<file path="config.mk">
export PLATFORM = sky130hd
export DESIGN_NAME = cnn_mem_arbiter
export DESIGN_NICKNAME = d
export VERILOG_FILES = /design/src/rtl/cnn_mem_arbiter.sv
export SDC_FILE = /design/constraint.sdc
export NUM_CORES = 1
export LEC_CHECK = 0
export BUFFER_PORTS_ARGS = -buffer_cell sky130_fd_sc_hd__buf_2
export CORE_ASPECT_RATIO = 0.7
export CORE_MARGIN = 8
export CORE_UTILIZATION = 51
export DETAILED_ROUTE_END_ITERATION = 10
export HOLD_SLACK_MARGIN = 0.1
export PLACE_DENSITY = 0.93
export SETUP_SLACK_MARGIN = 0.4
export SYNTH_ARGS = -nofsm -noshare
export SYNTH_HDL_FRONTEND = slang
export SYNTH_SLANG_ARGS = --single-unit
</file>
<file path="constraint.sdc">
create_clock -name clk_i -period 6.6 [get_ports clk_i]
set_input_delay 0.66 -clock clk_i [delete_from_list [all_inputs] [get_ports clk_i]]
set_output_delay 0.66 -clock clk_i [all_outputs]
set_load 0.02 [all_outputs]
</file>
<file path="src/rtl/cnn_mem_arbiter.sv">
// rtl/cnn_mem_arbiter.sv - round-robin multi-channel arbiter onto one word-addressed memory port
//
// Purpose: latches one request at a time from N_CH requesters, holds the memory
// strobe/address/data stable until mem_ready_i (or a wait timeout), then returns
// read data and a done/err pulse to the winning channel.
//
// Ports:
//   clk_i, rst_i                 clock, asynchronous active-high reset
//   req_i/req_we_i [N_CH]        per-channel request and write select
//   req_addr_i  [N_CH*ADDR_W]    per-channel address, slice [i*ADDR_W +: ADDR_W]
//   req_wdata_i [N_CH*DATA_W]    per-channel write data, slice [i*DATA_W +: DATA_W]
//   gnt_o/done_o/err_o [N_CH]    one-cycle pulses: latched / finished / timed out
//   rdata_o                      last successful read data (held)
//   busy_o                       transaction outstanding
//   mem_req_o, write_en_o        memory strobes
//   address_o, to_memory_o       memory address and write data
//   mem_ready_i, from_memory_i   memory completion and read data
module cnn_mem_arbiter #(
  parameter int DATA_W  = 16,
  parameter int ADDR_W  = 12,
  parameter int N_CH    = 3,
  parameter int TIMEOUT = 255
) (
  input  logic                     clk_i,
  input  logic                     rst_i,
  input  logic [N_CH-1:0]          req_i,
  input  logic [N_CH-1:0]          req_we_i,
  input  logic [N_CH*ADDR_W-1:0]   req_addr_i,
  input  logic [N_CH*DATA_W-1:0]   req_wdata_i,
  output logic [N_CH-1:0]          gnt_o,
  output logic [N_CH-1:0]          done_o,
  output logic [N_CH-1:0]          err_o,
  output logic [DATA_W-1:0]        rdata_o,
  output logic                     busy_o,
  output logic                     mem_req_o,
  output logic                     write_en_o,
  output logic [ADDR_W-1:0]        address_o,
  output logic [DATA_W-1:0]        to_memory_o,
  input  logic                     mem_ready_i,
  input  logic [DATA_W-1:0]        from_memory_i
);

  localparam int CH_W  = (N_CH > 1) ? $clog2(N_CH) : 1;
  localparam int CNT_W = (TIMEOUT > 0) ? $clog2(TIMEOUT + 1) : 1;
  localparam logic [CNT_W-1:0] CNT_LAST = (TIMEOUT > 0) ? CNT_W'(TIMEOUT - 1) : '0;
  localparam logic [CH_W-1:0]  LAST_RST = CH_W'(N_CH - 1);

  typedef enum logic {IDLE = 1'b0, BUSY = 1'b1} state_e;

  state_e              state_q, state_d;
  logic [CH_W-1:0]     last_q, last_d;
  logic [CH_W-1:0]     ch_q, ch_d;
  logic                we_q, we_d;
  logic [ADDR_W-1:0]   addr_q, addr_d;
  logic [DATA_W-1:0]   wdata_q, wdata_d;
  logic [DATA_W-1:0]   rdata_q, rdata_d;
  logic [CNT_W-1:0]    cnt_q, cnt_d;
  logic [N_CH-1:0]     gnt_q, gnt_d;
  logic [N_CH-1:0]     done_q, done_d;
  logic [N_CH-1:0]     err_q, err_d;

  logic                win_found;
  logic [CH_W-1:0]     win_ch;
  logic [CH_W-1:0]     idx;
  logic                timeout_hit;

  // Round-robin search: start one past the last winner, first set bit wins.
  always_comb begin
    win_found = 1'b0;
    win_ch    = '0;
    idx       = '0;
    for (int k = 0; k < N_CH; k++) begin
      idx = CH_W'((int'(last_q) + 1 + k) % N_CH);
      if (!win_found && req_i[idx]) begin
        win_found = 1'b1;
        win_ch    = idx;
      end
    end
  end

  // mem_ready_i on the final wait edge takes priority over the timeout.
  assign timeout_hit = (TIMEOUT > 0) && (cnt_q == CNT_LAST) && !mem_ready_i;

  // State register
  always_ff @(posedge clk_i or posedge rst_i) begin
    if (rst_i) state_q <= IDLE;
    else       state_q <= state_d;
  end

  // Next-state logic
  always_comb begin
    state_d = state_q;
    case (state_q)
      IDLE: if (win_found) state_d = BUSY;
      BUSY: if (mem_ready_i || timeout_hit) state_d = IDLE;
      default: state_d = IDLE;
    endcase
  end

  // Output / datapath next-state logic
  always_comb begin
    gnt_d   = '0;
    done_d  = '0;
    err_d   = '0;
    rdata_d = rdata_q;
    last_d  = last_q;
    ch_d    = ch_q;
    we_d    = we_q;
    addr_d  = addr_q;
    wdata_d = wdata_q;
    cnt_d   = cnt_q;
    case (state_q)
      IDLE: begin
        if (win_found) begin
          gnt_d   = N_CH'(1) << win_ch;
          last_d  = win_ch;
          ch_d    = win_ch;
          we_d    = req_we_i[win_ch];
          addr_d  = req_addr_i[win_ch*ADDR_W +: ADDR_W];
          wdata_d = req_wdata_i[win_ch*DATA_W +: DATA_W];
          cnt_d   = '0;
        end
      end
      BUSY: begin
        if (mem_ready_i) begin
          done_d = N_CH'(1) << ch_q;
          if (!we_q) rdata_d = from_memory_i;
        end else if (timeout_hit) begin
          done_d = N_CH'(1) << ch_q;
          err_d  = N_CH'(1) << ch_q;
        end else begin
          cnt_d = cnt_q + CNT_W'(1);
        end
      end
      default: ;
    endcase
  end

  // Datapath / output registers
  always_ff @(posedge clk_i or posedge rst_i) begin
    if (rst_i) begin
      gnt_q   <= '0;
      done_q  <= '0;
      err_q   <= '0;
      rdata_q <= '0;
      last_q  <= LAST_RST;
      ch_q    <= '0;
      we_q    <= 1'b0;
      addr_q  <= '0;
      wdata_q <= '0;
      cnt_q   <= '0;
    end else begin
      gnt_q   <= gnt_d;
      done_q  <= done_d;
      err_q   <= err_d;
      rdata_q <= rdata_d;
      last_q  <= last_d;
      ch_q    <= ch_d;
      we_q    <= we_d;
      addr_q  <= addr_d;
      wdata_q <= wdata_d;
      cnt_q   <= cnt_d;
    end
  end

  // Memory-side outputs come straight from registers; write_en drops in IDLE.
  assign gnt_o       = gnt_q;
  assign done_o      = done_q;
  assign err_o       = err_q;
  assign rdata_o     = rdata_q;
  assign busy_o      = (state_q == BUSY);
  assign mem_req_o   = (state_q == BUSY);
  assign write_en_o  = (state_q == BUSY) && we_q;
  assign address_o   = addr_q;
  assign to_memory_o = wdata_q;

endmodule

</file>
==> key figures, run 1 <==
Timing
  • Tmin final: 3.86 ns
  • Hold_ws: between 0.4 and 0.5 ns
  • TNS Setup: 0 ns
  • Fin. max-slew vios: 0
  • Tcrit/Tclk final: between 50 and 60%
  • RSZ-0062 raised after global routing: false
  • Slew @ Worst Pin: ~1.2 ns
  • Endpoints failing setup: 0
  • Final hold vios: 0
  • FMAX: ~260 MHz
  • Worst slew margin: between 10% and 20%
  • Worst Clk Skew: 0.00745 ns

Pwr
  • Peak VDD IR: approximately 300 uV
  • Static Leak: 2.16 nW
  • PwrDens: between 500 and 600 nW/um^2

Die
  • Die W: 117 um
  • Core Box Area: 6850 sq um
  • Die footprint: between 10000 and 15000 sq um
  • # IOs: 165
  • Row cnt: 25
  • Height of the die: slightly below 90 um
  • Initial Util: between 50% and 60%

Critical path
  • WS Path Type: register to register
  • Crit end category: register
  • Crit-path max FO: 36
  • WP data arrival: between 4 and 5 ns
  • CP Launch Type: register
  • Worst endpoint required time: around 6.9 ns

Final layout
  • Fillers: 528
  • # nets final: around 620
  • Area grow syn2layout: 26.9%
  • Non-Filler Instances: about 600
  • Post-route cell area: about 4600 sq um
  • Diodes inserted: 0
  • Share of layout cells above drive strength 1: 46.1%

Route
  • Routed len/inst: between 15 and 20 um
  • Starting DRC count in detailed routing: slightly below 200
  • Routed vias/inst: 5.80
  • Drt first pass iters: 4
  • Residual DRC count: 0
  • Vias: about 3.5k
  • Total Routed Length: about 11000 um
  • Post-DRT Antenna Nets: 0

Logic synthesis
  • Gate Count Post-Synth: 357
  • Mapped Area: between 3000 and 4000 sq um
  • Compound-Gate Fraction of Synth Area: around 22%
  • Mean Syn Cell Area: 10.2 sq um
  • Post-synthesis simple-gate area fraction: 17.0%
  • Largest family of logic cells by synthesized area: compound AO/OA/AOI/OAI gates
  • #FFs+latches synth: 66
  • Mapped Nets: 472
  • Ys Warns: 0
  • Adder-Cell Fraction of Synth Area: 2.05%
  • Mux share of post-synthesis cell area: 7.02%
  • Post-Synth XOR/XNOR Area: less than 1%
  • Sequential-to-total area share from yosys stat: 45.2%
  • Synth cell types: 44

GRT
  • Largest net degree at the start of global routing: between 60 and 70
  • Gr usage total: between 20% and 30%
  • Initial antenna violation count: 0
  • First-pass GRT wire length: 17300 um
  • GRT overflow: 0
  • Vias in the first global route: 3624

Clock tree
  • Post-CTS Setup Inserts: 0
  • Clock Tree Buf Depth: 2
  • Clk slew on worst S/H paths: around 0.07 ns
  • Post-CTS Hold Fix Bufs: 0
  • TritonCTS Buffers: 9
  • CTS tree: done
  • CTS sink count: 66
  • Skew-Pair Late Insertion Delay: 0.35 ns
  • Clk Tree Root Cell: clkbuf_8
  • CTS resizes: 0
  • Htree depth: 3

Placed design
  • DP HPWL: about 8300 um
  • DP Cell Count: about 590
  • GP Congestion: roughly 0.89
  • Post-DP Area: between 4000 and 5000 sq um
  • PortBufs: around 160

Min path
  • Tightest Hold Check Type: register to register

Flow run
  • Number of max-cap violations: 0

Outcome
  • Status: completed
synthesized netlist by cell type (all sizes together):
cell type	number	share of area [%]
o211a	1	0.27
nor2b	2	0.34
and2	1	0.17
nand2	34	3.5
dfrtp	65	44
dfstp	1	0.72
nand4	2	0.34
ha	6	2.1
o22ai	1	0.55
o31a	1	0.27
o32ai	1	0.24
nand2b	1	0.17
or3	3	0.51
nand3b	2	0.41
nor3	5	0.68
mux2i	5	1.5
o21ai	37	5.1
a21o	3	0.62
inv	8	0.82
mux2	18	5.5
nor3b	4	0.96
and3	2	0.34
or2	2	0.34
nor4	32	7.2
nand3	7	0.96
xnor2	4	0.96
nor2	11	1.1
o211ai	2	0.55
o31ai	30	7.9
a211oi	30	6.2
clkbuf	12	1.3
buf	22	3.7
a21oi	2	0.27
layout by cell type (no fill, tap or decap), drive strengths merged:
cell type,netlist,layout
nor2,11,11
nor3b,4,4
a211oi,30,30
o22ai,1,1
nand2,34,34
nor3,5,5
and2,1,1
mux2,18,18
xnor2,4,4
a21oi,2,2
o21ai,37,37
clkinv,0,2
nor4,32,32
dfstp,1,1
nand3b,2,2
or2,2,2
clkinvlp,0,3
a21o,3,3
o32ai,1,1
nand4,2,2
nand2b,1,1
dfrtp,65,65
ha,6,6
o211a,1,1
nor2b,2,2
mux2i,5,5
nand3,7,7
o211ai,2,2
and3,2,2
or3,3,3
buf,22,169
o31ai,30,30
o31a,1,1
clkbuf,12,10
inv,8,9
per-stage QoR:
| step | total power [mW] | utilization [%] | setup slack, ns |
|---|---|---|---|
| after global routing | 2.64 | 67.7 | 2.40 |
| after CTS | 2.48 | 67.7 | 2.75 |
| after global placement | 2.12 | 65.1 | 2.93 |
| after floorplan | 1.81 | - | 4.29 |
| final | 2.48 | 67.7 | 2.74 |
| after detailed placement | 2.18 | 65.1 | 2.73 |
power by group:
group	switching, mW	internal [mW]	total [mW]
registers	0.103	0.583	0.686
logic	0.964	0.524	1.49
clock network	0.157	0.146	0.303
flip-flops by register name, indices dropped and copies added, names as in the netlist:
register,cells
address_o,12
gnt_o,3
err_o,3
done_o,3
ch_q,1
last_q,2
cnt_q,8
we_q,1
busy_o,1
to_memory_o,16
rdata_o,16
routing by layer:
| metal | routed length, um | GRT usage (%) | share of wire (%) | vias to the layer above |
|---|---|---|---|---|
| met5 | 0 | 0 | 0 | - |
| met4 | 249 | 9.49 | 2.3 | 0 |
| met3 | 1290 | 8.05 | 12 | 25 |
| met2 | 5020 | 35.3 | 46 | 220 |
| met1 | 4460 | 24.9 | 40 | 1614 |
| li1 | - | - | - | 1632 |
area by class of cell:
type	instances	area [sq um]	share of cell area (%)
multi-input combinational	249	1800	38.9
inverter	8	30.0	0.647
timing repair buffer	169	858	18.5
clock buffer	10	138	2.97
tap	94	118	2.53
sequential	66	1650	35.6
clock inverter	6	41.3	0.890
critical path, stage by stage (launching register included):
cell,delay [ns]
dfstp_2,0.56
inv_1,0.07
ha_1,0.49
nand3b_1,0.90
o21ai_1,0.55
o31a_2,0.66
o21ai_0,0.22
o31ai_1,0.29
logic make-up (layout without fill, tap and decap cells):
group,Yosys count,in the layout
simple gates,108,108
compound gates,108,108
xor+xnor,4,4
flops,66,66
buf+inv,42,193
mux,23,23
fa+ha+maj,6,6
path summary, 6_finish.rpt:
path	from	end	slack (ns)	depth (start not counted)
max in group asynchronous	rst_i	address_o[8]	5.52	3
max reg2reg	last_q[1]	to_memory_o[15]	2.74	7
min reg2reg	address_o[9]	address_o[9]	0.47	2
min	address_o[9]	address_o[9]	0.47	2
min in group asynchronous	rst_i	address_o[9]	0.56	3
max	last_q[1]	to_memory_o[15]	2.74	7
Note: power is estimated with default switching activity, not from simulation.
==> inputs of run 2 (changes only) <==
- CORE_UTILIZATION: 51 -> 48
- PLACE_DENSITY: 0.93 -> 0.88
- clock period: 6.6 -> 4 ns (I/O delays scaled with it)
==> run 2 against run 1 <==
  * Global-route usage decreased by 0.77 points
  * Flip-flop and latch count unchanged
  * Register-to-register slack lost 1.8 ns
  * Largest cell class unchanged
==> key figures, run 2 (same netlist as run 1, synthesis figures left out) <==
Timing
  • RSZ-0062 raised after global routing: false (unchanged)
  • Tcrit/Tclk final: 76.5% (was 58.4%)
  • FMAX: 327 MHz (was 259 MHz)
  • Endpoints failing setup: 0 (unchanged)
  • Fin. max-slew vios: 0 (unchanged)
  • Slew @ Worst Pin: 1.16 ns (was 1.21 ns)
  • Worst slew margin: 22.9% (was 19.2%)
  • Tmin final: 3.06 ns (was 3.86 ns)
  • Worst Clk Skew: 0.00527 ns (was 0.00745 ns)
  • Final WS setup: 0.940 ns (was 2.74 ns)
  • Final hold vios: 0 (unchanged)
  • TNS Setup: 0 ns (unchanged)

Critical path
  • Crit-path max FO: 29 (was 36)
  • WP data arrival: 3.29 ns (was 4.11 ns)
  • CP Launch Type: register (unchanged)
  • R2R Path Start: last_q[1] (unchanged)
  • Crit end category: register (unchanged)
  • WS Path Type: register to register (unchanged)
  • Worst endpoint required time: 4.23 ns (was 6.85 ns)
  • Crit. Startpoint: last_q[1] (unchanged)

Die
  • Die footprint: 10700 sq um (was 10200 sq um)
  • Initial Util: 49.7% (was 53.4%)
  • Row cnt: 26 (was 25)
  • Die W: 120 um (was 117 um)
  • Core Box Area: 7350 sq um (was 6850 sq um)
  • Height of the die: 89.0 um (was 86.8 um)
  • # IOs: 165 (unchanged)

Pwr
  • Peak VDD IR: 392 uV (was 301 uV)
  • Sequential share of power: 27.0% (was 27.7%)
  • PwrDens: 886 nW/um^2 (was 534 nW/um^2)
  • Static Leak: 2.20 nW (was 2.16 nW)
  • Switch share: 47.9% (was 49.4%)
  • Tot Pwr: 4.17 mW (was 2.48 mW)
  • Combinational fraction of design power: 59.7% (was 60.1%)
  • Clock power share: 13.2% (was 12.2%)
  • Int Pwr: 2.17 mW (was 1.25 mW)
  • P_sw: 2.00 mW (was 1.22 mW)

Clock tree
  • TritonCTS Buffers: 9 (unchanged)
  • CTS tree: done (unchanged)
  • Post-CTS Hold Fix Bufs: 0 (unchanged)
  • CTS sink count: 66 (unchanged)
  • Htree depth: 3 (unchanged)
  • Post-CTS Setup Inserts: 0 (unchanged)
  • CTS resizes: 0 (unchanged)
  • Clk slew on worst S/H paths: 0.07 ns (about the same)
  • Clock Tree Buf Depth: 2 (unchanged)
  • Clk Tree Root Cell: clkbuf_8 (unchanged)
  • Skew-Pair Late Insertion Delay: 0.33 ns (was 0.35 ns)

GRT
  • Initial antenna violation count: 0 (unchanged)
  • First-pass GRT wire length: 17700 um (was 17300 um)
  • Gr usage total: 20.9% (was 21.7%)
  • GRT overflow: 0 (unchanged)
  • Largest net degree at the start of global routing: 37 (was 67)
  • Vias in the first global route: 3562 (was 3624)

Min path
  • Tightest Hold Check Type: input port to async pin (was register to register)

Outcome
  • Status: completed (unchanged)

Route
  • Routed vias/inst: 5.69 (was 5.80)
  • Post-DRT Antenna Nets: 0 (unchanged)
  • Total Routed Length: 11100 um (was 11000 um)
  • Starting DRC count in detailed routing: 202 (was 198)
  • Vias: 3463 (was 3491)
  • Routed len/inst: 18.2 um (was 18.3 um)
  • Residual DRC count: 0 (unchanged)
  • Drt first pass iters: 4 (unchanged)

Placed design
  • GP Congestion: 0.826 (was 0.894)
  • PortBufs: 164 (unchanged)
  • Post-place setup slack: 0.935 ns (was 2.73 ns)
  • DP HPWL: 8400 um (was 8340 um)

Final layout
  • # nets final: 621 (was 618)
  • Diodes inserted: 0 (unchanged)
  • Share of layout cells above drive strength 1: 46.2% (was 46.1%)
  • Most frequent cells in the layout: 164 x buf_2, 65 x dfrtp_1, 34 x nand2_1 (unchanged)
  • Area grow syn2layout: 28.8% (was 26.9%)
  • Commonest non-fill, non-tap cell in the layout: buf_2 (unchanged)

Flow run
  • Number of max-cap violations: 0 (unchanged)
==> run 2: metal layers <==
layer / up-vias / wire, um / global-route usage, %
met3: 19 / 1190 / 8.20
met5: - / 0 / 0
met1: 1627 / 4750 / 25.3
met4: 0 / 200 / 7.56
met2: 184 / 4920 / 33.4
li1: 1633 / - / -
==> run 2: final timing paths <==
check / to / slack (ns) / depth (start not counted)
worst max-delay path: we_q / 0.94 / 7
worst min-delay path: err_o[1] / 0.18 / 2
worst max register to register: we_q / 0.94 / 7
worst min register to register: address_o[11] / 0.48 / 2
max in group asynchronous: to_memory_o[13] / 2.95 / 3
min in group clk_i: err_o[2] / 0.27 / 2
==> run 2: per-stage QoR <==
stage	hold slack (ns)	utilization [%]	cells	cell area, sq um
floorplan	0.455	-	357	3660
global placement	0.458	61.4	593	4510
detailed placement	0.469	61.4	593	4510
CTS	0.185	64.1	609	4710
global route	0.233	64.1	609	4710
finish	0.178	64.1	609	4710
==> run 2: critical path, cell delays in order, from the launching register on <==
cell,delay [ns]
dfstp_2,0.57
inv_1,0.07
ha_1,0.51
nand2_1,0.16
o22ai_4,0.27
o211a_1,0.98
nor4_1,0.12
o31ai_1,0.28
==> run 2: cell type report <==
type | instances | area, sq um
inverters | 8 | 30.0
clock inverters | 5 | 53.8
well taps | 98 | 123
flip-flops and latches | 66 | 1650
fillers | 616 | 2640
multi-input cells | 249 | 1800
repair buffers | 172 | 906
clock buffers | 11 | 141
==> run 2: power by group through the flow <==
stage	combinational [mW]	sequential (mW)	clock [mW]
final	2.49	1.13	0.551
after global routing	2.71	1.16	0.596
after CTS	2.51	1.13	0.570
after detailed placement	2.52	1.14	0
after global placement	2.44	1.12	0
after floorplan	1.56	1.42	0
